File: src/rtl/matrix_deserialiser.sv
// Packs a byte stream into a 4x4 matrix of 32-bit words (little-endian), handed on under valid/ready.
// Optional ZEROPAD_EN: matrix cleared on byte 0, in_last closes a partial matrix early.
module matrix_deserialiser #(
   parameter int DATA_SIZE    = 8,
   parameter int NUM_MATRICES = 2,
   parameter int WORDS        = 16
) (
   input  logic                   clk,
   input  logic                   rst,
   input  logic                   in_valid,
   input  logic [DATA_SIZE-1:0]   in_byte,
   input  logic                   in_last,
   output logic                   in_ready,
   input  logic                   flush,
   output logic                   out_valid,
   input  logic                   out_ready,
   output logic [3:0][3:0][31:0]  out_matrix,
   output logic                   out_frame_last,
   output logic [5:0]             byte_cnt
);
   localparam int            FW        = (NUM_MATRICES > 1) ? $clog2(NUM_MATRICES) : 1;
   localparam logic [FW-1:0] FRAME_MAX = FW'(NUM_MATRICES - 1);
   localparam logic [5:0]    LAST_IDX  = 6'(WORDS * 4 - 1);
   localparam logic [0:0]    S_FILL    = 1'b0;
   localparam logic [0:0]    S_HOLD    = 1'b1;

   logic [0:0]            state_q, state_d;
   logic [5:0]            cnt_q, cnt_d;
   logic [FW-1:0]         frame_q, frame_d;
   logic [3:0][3:0][31:0] mat_q, mat_d;
   logic                  flast_q;
   logic                  en_q;
   logic                  accept;
   logic                  xfer;

`ifdef ZEROPAD_EN
   // Set when in_last closed the matrix early; the frame restarts after it is handed on.
   logic                  early_q, early_d;
`else
   logic                  unused_in_last;
   assign unused_in_last = in_last;
`endif

   // en_q holds in_ready low until the first edge after reset release.
   assign in_ready       = (state_q == S_FILL) && en_q && !flush;
   assign accept         = in_valid && in_ready;
   assign xfer           = (state_q == S_HOLD) && out_ready && !flush;
   assign out_valid      = (state_q == S_HOLD);
   assign out_matrix     = mat_q;
   assign out_frame_last = flast_q;
   assign byte_cnt       = cnt_q;

   always_comb begin
      state_d = state_q;
      cnt_d   = cnt_q;
      frame_d = frame_q;
      mat_d   = mat_q;
`ifdef ZEROPAD_EN
      early_d = early_q;
`endif
      if (flush) begin
         state_d = S_FILL;
         cnt_d   = '0;
         frame_d = '0;
`ifdef ZEROPAD_EN
         early_d = 1'b0;
`endif
      end else if (accept) begin
`ifdef ZEROPAD_EN
         if (cnt_q == '0) begin
            mat_d = '0;
         end
`endif
         mat_d[cnt_q[5:4]][cnt_q[3:2]][{cnt_q[1:0], 3'b000} +: 8] = in_byte[7:0];
         cnt_d = cnt_q + 6'd1;
         if (cnt_q == LAST_IDX) begin
            state_d = S_HOLD;
            cnt_d   = '0;
         end
`ifdef ZEROPAD_EN
         else if (in_last) begin
            state_d = S_HOLD;
            cnt_d   = '0;
            early_d = 1'b1;
         end
`endif
      end else if (xfer) begin
         state_d = S_FILL;
         frame_d = (frame_q == FRAME_MAX) ? '0 : frame_q + FW'(1);
`ifdef ZEROPAD_EN
         if (early_q) begin
            frame_d = '0;
         end
         early_d = 1'b0;
`endif
      end
   end

   always_ff @(posedge clk or negedge rst) begin
      if (!rst) begin
         state_q <= S_FILL;
         cnt_q   <= '0;
         frame_q <= '0;
         mat_q   <= '0;
         flast_q <= 1'b0;
         en_q    <= 1'b0;
`ifdef ZEROPAD_EN
         early_q <= 1'b0;
`endif
      end else begin
         state_q <= state_d;
         cnt_q   <= cnt_d;
         frame_q <= frame_d;
         mat_q   <= mat_d;
         flast_q <= (frame_d == FRAME_MAX);
         en_q    <= 1'b1;
`ifdef ZEROPAD_EN
         early_q <= early_d;
`endif
      end
   end

endmodule

File: config.mk
export PLATFORM = sky130hd
export DESIGN_NAME = matrix_deserialiser
export DESIGN_NICKNAME = d
export VERILOG_FILES = /design/src/rtl/matrix_deserialiser.sv
export SDC_FILE = /design/constraint.sdc
export NUM_CORES = 1
export LEC_CHECK = 0
export ABC_CLOCK_PERIOD_IN_PS = 4200
export BUFFER_PORTS_ARGS = -buffer_cell sky130_fd_sc_hd__buf_2
export CORE_MARGIN = 8
export CORE_UTILIZATION = 40
export CTS_BUF_LIST = sky130_fd_sc_hd__clkbuf_8
export CTS_CLUSTER_DIAMETER = 60
export DETAILED_ROUTE_END_ITERATION = 8
export PLACE_DENSITY_LB_ADDON = 0.1
export SKIP_LAST_GASP = 1
export SLEW_MARGIN = 20
export SYNTH_ARGS = -nofsm -noshare
export SYNTH_HDL_FRONTEND = slang
export SYNTH_SLANG_ARGS = --single-unit
File: constraint.sdc
create_clock -name clk -period 4.2 [get_ports clk]
set_input_delay 0.42 -clock clk [delete_from_list [all_inputs] [get_ports clk]]
set_output_delay 0.42 -clock clk [all_outputs]
set_load 0.01 [all_outputs]
==> results of run 1 <==
==> routing by layer <==
metal	wire length, um	vias to the layer above	part of all wire, %
li1	-	5816	-
met1	28400	7028	42
met2	33000	384	49
met3	5140	66	7.6
met4	1010	6	1.5
met5	40	-	0.059
==> state kept, by name, indices dropped and copies added, names as in the netlist <==
name / count
out_matrix: 512
byte_cnt: 6
en_q: 1
out_frame_last: 1
out_valid: 1
==> worst max-delay path: stages (launching register included) <==
cell and delay, ns:
dfrtp_1 0.51, or4b_2 1.15, nor3_2 0.78, mux2_2 0.41
==> through the flow <==
stage | util (%) | setup WS, ns | hold slack [ns] | std cells
CTS | 51.6 | 0.825 | 0.0564 | 2619
floorplan | - | 1.76 | 0.124 | 1270
global placement | 47.9 | 0.947 | 0.483 | 2458
finish | 51.6 | 1.22 | 0.131 | 2623
detailed placement | 47.9 | 0.856 | 0.487 | 2458
global route | 51.6 | 0.944 | 0.0991 | 2620
==> layout make-up <==
| class | count | area [um2] |
|---|---|---|
| clock buffer | 113 | 1560 |
| antenna | 4 | 10.0 |
| multi-input combinational | 687 | 7170 |
| inverter | 4 | 15.0 |
| timing repair buffer | 575 | 3050 |
| tap | 672 | 841 |
| clock inverter | 47 | 279 |
| fill | 4398 | 24300 |
| sequential | 521 | 13000 |
==> power by group <==
| group | switching [mW] | internal, mW | leakage (nW) |
|---|---|---|---|
| Sequential | 0.0158 | 5.05 | 7.27 |
| Clock | 2.07 | 2.55 | 1.04 |
| Combinational | 0.286 | 0.0965 | 6.47 |
==> worst max path at each step <==
stage	startpoint	endpoint	slack, ns
after floorplan	byte_cnt[0]	out_matrix[384]	1.76
after global placement	byte_cnt[0]	out_matrix[371]	0.95
after detailed placement	byte_cnt[0]	out_matrix[275]	0.86
after CTS	byte_cnt[0]	out_matrix[499]	0.83
after global routing	byte_cnt[0]	out_matrix[157]	0.94
final	byte_cnt[4]	out_matrix[383]	1.22
==> cells in the final DEF (no fill, tap or decap), types with 2 or more instances in the layout <==
cell,n
buf_2,532
dfrtp_1,521
mux2_2,512
clkbuf_8,113
buf_4,37
nand3_1,36
inv_1,30
and2_0,28
nor3_2,22
clkinv_2,12
nand3b_1,11
nor3_4,10
and3b_1,9
nor3b_1,6
ha_1,5
diode_2,4
and3_1,4
or3b_2,4
clkinvlp_4,4
buf_12,4
nor2_1,3
o21ai_0,3
a21oi_1,3
nor4bb_1,2
nand4bb_1,2
and2_1,2
or4_1,2
nand2_1,2
o211ai_1,2
inv_8,2
bufinv_16,2
==> kinds of logic after synthesis <==
family | share of synthesized area, %
adder cells (fa/ha/maj) | 0.306
multiplexers | 28.2
other | 0.0184
flip-flops | 63.9
AND/OR/NAND/NOR | 5.83
AO/OA/AOI/OAI | 0.374
XOR/XNOR | 0.0858
buffers and inverters | 1.27
==> impl_metrics.ini, run 1 <==
[clocking]
clk_pin_slew_ns = 0.06
cts_sinks = 521
hold_buffers = 1
cts_buffers = 87
cts_resized = 0
clock_path_buffers = 3
cts_root_buf = clkbuf_8
cts_tree = built
clock_latency_ns = 0.67
post-cts-setup-buffers = 0
htree_num_levels = 3

[synthesis]
synthCells = 1270
netlist.area_leader.share_pct = 63.9
synth_ff_type = dfrtp_1
syn_avg_cell_area_um2 = 16.1
yosysWarnings = 0
synth_area_leaders = dfrtp_1 (64%), mux2_2 (28%), nor3_2 (1.1%)
synth_common_cells = dfrtp_1 (521), mux2_2 (512), clkbuf_1 (44)
synth-seq-cells = 521
syn_area_um2 = 20400
yosysTopAreaCell = dfrtp_1
yosysSeqAreaShare_pct = 63.9
synth.most_common_cell = dfrtp_1
synth_fp_nets = 1289
synthArstFlopShare_pct = 100
synth-edff-count = 0
ys_types = 40

[sta]
min_period_ns = 2.98
fin_setup_tns_ns = 0
fmax_mhz = 336
max-slew-margin-rel_pct = 27.7
rsz0062_at_grt = no
finalMaxSlewViolations = 0
final_hold_viol_count = 0
skew_ns = 0.0135
worst_pin_slew_ns = 1.08
setup_viol = 0
finalCritPeriodShare_pct = 70.9

[layout]
area_growth_pct = 27.1
drive_gt1_share_pct = 65.0
layout.nets = 1895
final_area_um2 = 26000

[floorplan]
core_region_area_um2 = 50300
io_pins = 535
dieHeight_um = 242
design.die.area_um2 = 58500
start_util_pct = 40.6
row_count = 82
die_x_um = 242

[critical_path]
timing.rr.start = byte_cnt[4]
end_kind = register
worstPathMaxFanout = 16
crit_required_ns = 4.74
reg2reg_to = out_matrix[383]
critical_path_class = register to register
crit_arrival_ns = 3.52
worst_setup_path_start_kind = register
r2r_setup_slack_ns = 1.22
r2r_cells = 3

[place]
placed_area_um2 = 24100
place_congestion = 0.761
dp_hpwl_um = 48200
portBuffers = 533

[drt]
wl_um = 67600
wl_per_cell_um = 25.8
vias_per_cell = 5.07
ant_nets = 0
drtPass1Iterations = 4
drc_errors = 0
vias = 13300
drt-initial-drc-count = 571

[hold_path]
hold_depth = 3
min_path_type = primary input to register
min_to = out_valid
min-delay-start = out_ready

[power]
p_leak_nw = 14.8
powerDensity_nw_per_um2 = 388
power_mw = 10.1
irDropWorstVdd_mv = 0.227

[global_routing]
antenna_found_initial = 7
grt_max_degree = 111
grtUsageMet1_pct = 28.7
grtUsageMet3_pct = 7.65
first_global_vias = 14400
grtUsageMet2_pct = 37.5
grt_overflow_total = 0
busiest_layer = met2
grt_pass1_wl_um = 101000
grt.total_usage_pct = 22.8

[outcome]
status = complete, no violations

[job]
maxCapViolations = 0
(Power assumes the default switching activity.)
==> inputs of run 2 (changes only) <==
Settings changed: ABC_CLOCK_PERIOD_IN_PS 4200 to 2500.
Clock period 4.2 ns to 2.5 ns, I/O delays scaled along.
==> impl_metrics.ini, run 2 (synthesis gave the netlist of run 1 again) <==
[drt]
vias = 13500
drtPass1Iterations = 4
wl_um = 67800
wl_per_cell_um = 25.3
ant_nets = 0
vias_per_cell = 5.05
drc_errors = 0
drt-initial-drc-count = 437

[global_routing]
busiest_layer = met2
grtUsageMet2_pct = 37.7
antenna_found_initial = 6
grt.total_usage_pct = 22.8
first_global_vias = 14600
grt_pass1_wl_um = 101000
grtUsageMet1_pct = 28.2
grt_overflow_total = 0
grt_max_degree = 69
grtUsageMet3_pct = 7.56

[floorplan]
start_util_pct = 40.6
dieHeight_um = 242
io_pins = 535
design.die.area_um2 = 58500
core_region_area_um2 = 50300
die_x_um = 242
row_count = 82

[sta]
worst_slack_ns = 0.172
worst_pin_slew_ns = 0.920
min_period_ns = 2.33
hold_ws_ns = 0.166
max-slew-margin-rel_pct = 38.6
finalCritPeriodShare_pct = 93.1
final_hold_viol_count = 0
setup_viol = 0
fmax_mhz = 430
fin_setup_tns_ns = 0
rsz0062_at_grt = no
finalMaxSlewViolations = 0
skew_ns = 0.0258

[critical_path]
cpMaxStageDelayCell = and2_0
crit_required_ns = 3.08
path_cells = inv_1, ha_1, and3b_1, and2_0, mux2_2
worst_setup_path_start_kind = register
r2r_cells = 5
r2r_setup_slack_ns = 0.17
timing.rr.start = byte_cnt[1]
critPathMaxStageDelay_ns = 0.77
crit_arrival_ns = 2.91
worstPathMaxFanout = 16
reg2reg_to = out_matrix[393]
end_kind = register
critical_path_class = register to register

[clocking]
hold_buffers = 4
cts_root_buf = clkbuf_8
clock_path_buffers = 3
cts_buffers = 88
htree_num_levels = 3
cts_sinks = 521
clock_latency_ns = 0.67
cts_resized = 0
cts_tree = built
post-cts-setup-buffers = 0
clk_pin_slew_ns = 0.06

[layout]
final_common_cell = buf_2
layout.nets = 1960
final_area_um2 = 26500
final_util_pct = 52.7
largest_register_ffs = 512
area_growth_pct = 29.8
fillers = 4418
regArea_um2 = 13000
drive_gt1_share_pct = 65.8
multi_input_area_um2 = 7160
instances_no_fill = 2681
final_cell_mix = buf_2 (532), dfrtp_1 (521), mux2_2 (512)

[place]
dp.cells = 2519
place_congestion = 0.769
dp_hpwl_um = 48600
placed_area_um2 = 24600
portBuffers = 533
pre_cts_ws_ns = 0.181

[power]
p_leak_nw = 15.1
switching_share_pct = 23.6
power_mw = 17.0
p_comb_share_pct = 4.1
clkPwrFrac_pct = 45.9
irDropWorstVdd_mv = 0.513
seqPwrFrac_pct = 50.1
powerDensity_nw_per_um2 = 641
power.internal_mw = 13.0
p_switching_mw = 4.00

[hold_path]
min_path_type = primary input to asynchronous set/reset pin

[outcome]
status = complete, no violations

[job]
maxCapViolations = 0
## run 2: power by group through the flow
stage                     logic [mW]  registers, mW  clock network [mW]
after floorplan                0.198           8.67                   0
after global placement         0.704           8.64                   0
after detailed placement       0.711           8.64                   0
after CTS                      0.718           8.50                8.02
after global routing           0.766           8.49                8.40
final                          0.692           8.50                7.78
## run 2: worst max path at each step
stage | startpoint | endpoint | slack [ns] | depth (start not counted)
6_report | byte_cnt[1] | out_matrix[393] | 0.17 | 5
5_1_grt | byte_cnt[1] | out_matrix[361] | 0.004 | 5
4_1_cts | byte_cnt[1] | out_matrix[393] | 0.15 | 5
3_5_place_dp | byte_cnt[1] | out_matrix[393] | 0.18 | 5
3_3_place_gp | byte_cnt[0] | out_matrix[265] | 0.20 | 5
2_1_floorplan | byte_cnt[0] | out_matrix[384] | 0.06 | 6
## run 2: cell type report
class                           instances  share of cell area, %
Clock inverter                         42                  0.963
Sequential cell                       521                   49.2
Inverter                                4                 0.0567
Multi-Input combinational cell        687                   27.0
Timing Repair Buffer                  639                   13.6
Tap cell                              672                   3.17
Antenna cell                            2                 0.0189
Clock buffer                          114                   5.92
## run 2: routing by layer
layer / share of wire, % / vias to the layer above / wire length [um]
met2: 49 / 396 / 33300
met1: 41 / 7122 / 28000
met3: 7.4 / 90 / 5000
li1: - / 5911 / -
met5: 0.077 / - / 52
met4: 2.0 / 8 / 1370
## run 2: critical path: cells and delay by family (launching register included)
kind,cells,cell delay (ns)
flip-flops,1,0.35
multiplexers,1,0.29
adder cells (fa/ha/maj),1,0.42
AND/OR/NAND/NOR,2,1.09
buffers and inverters,1,0.09
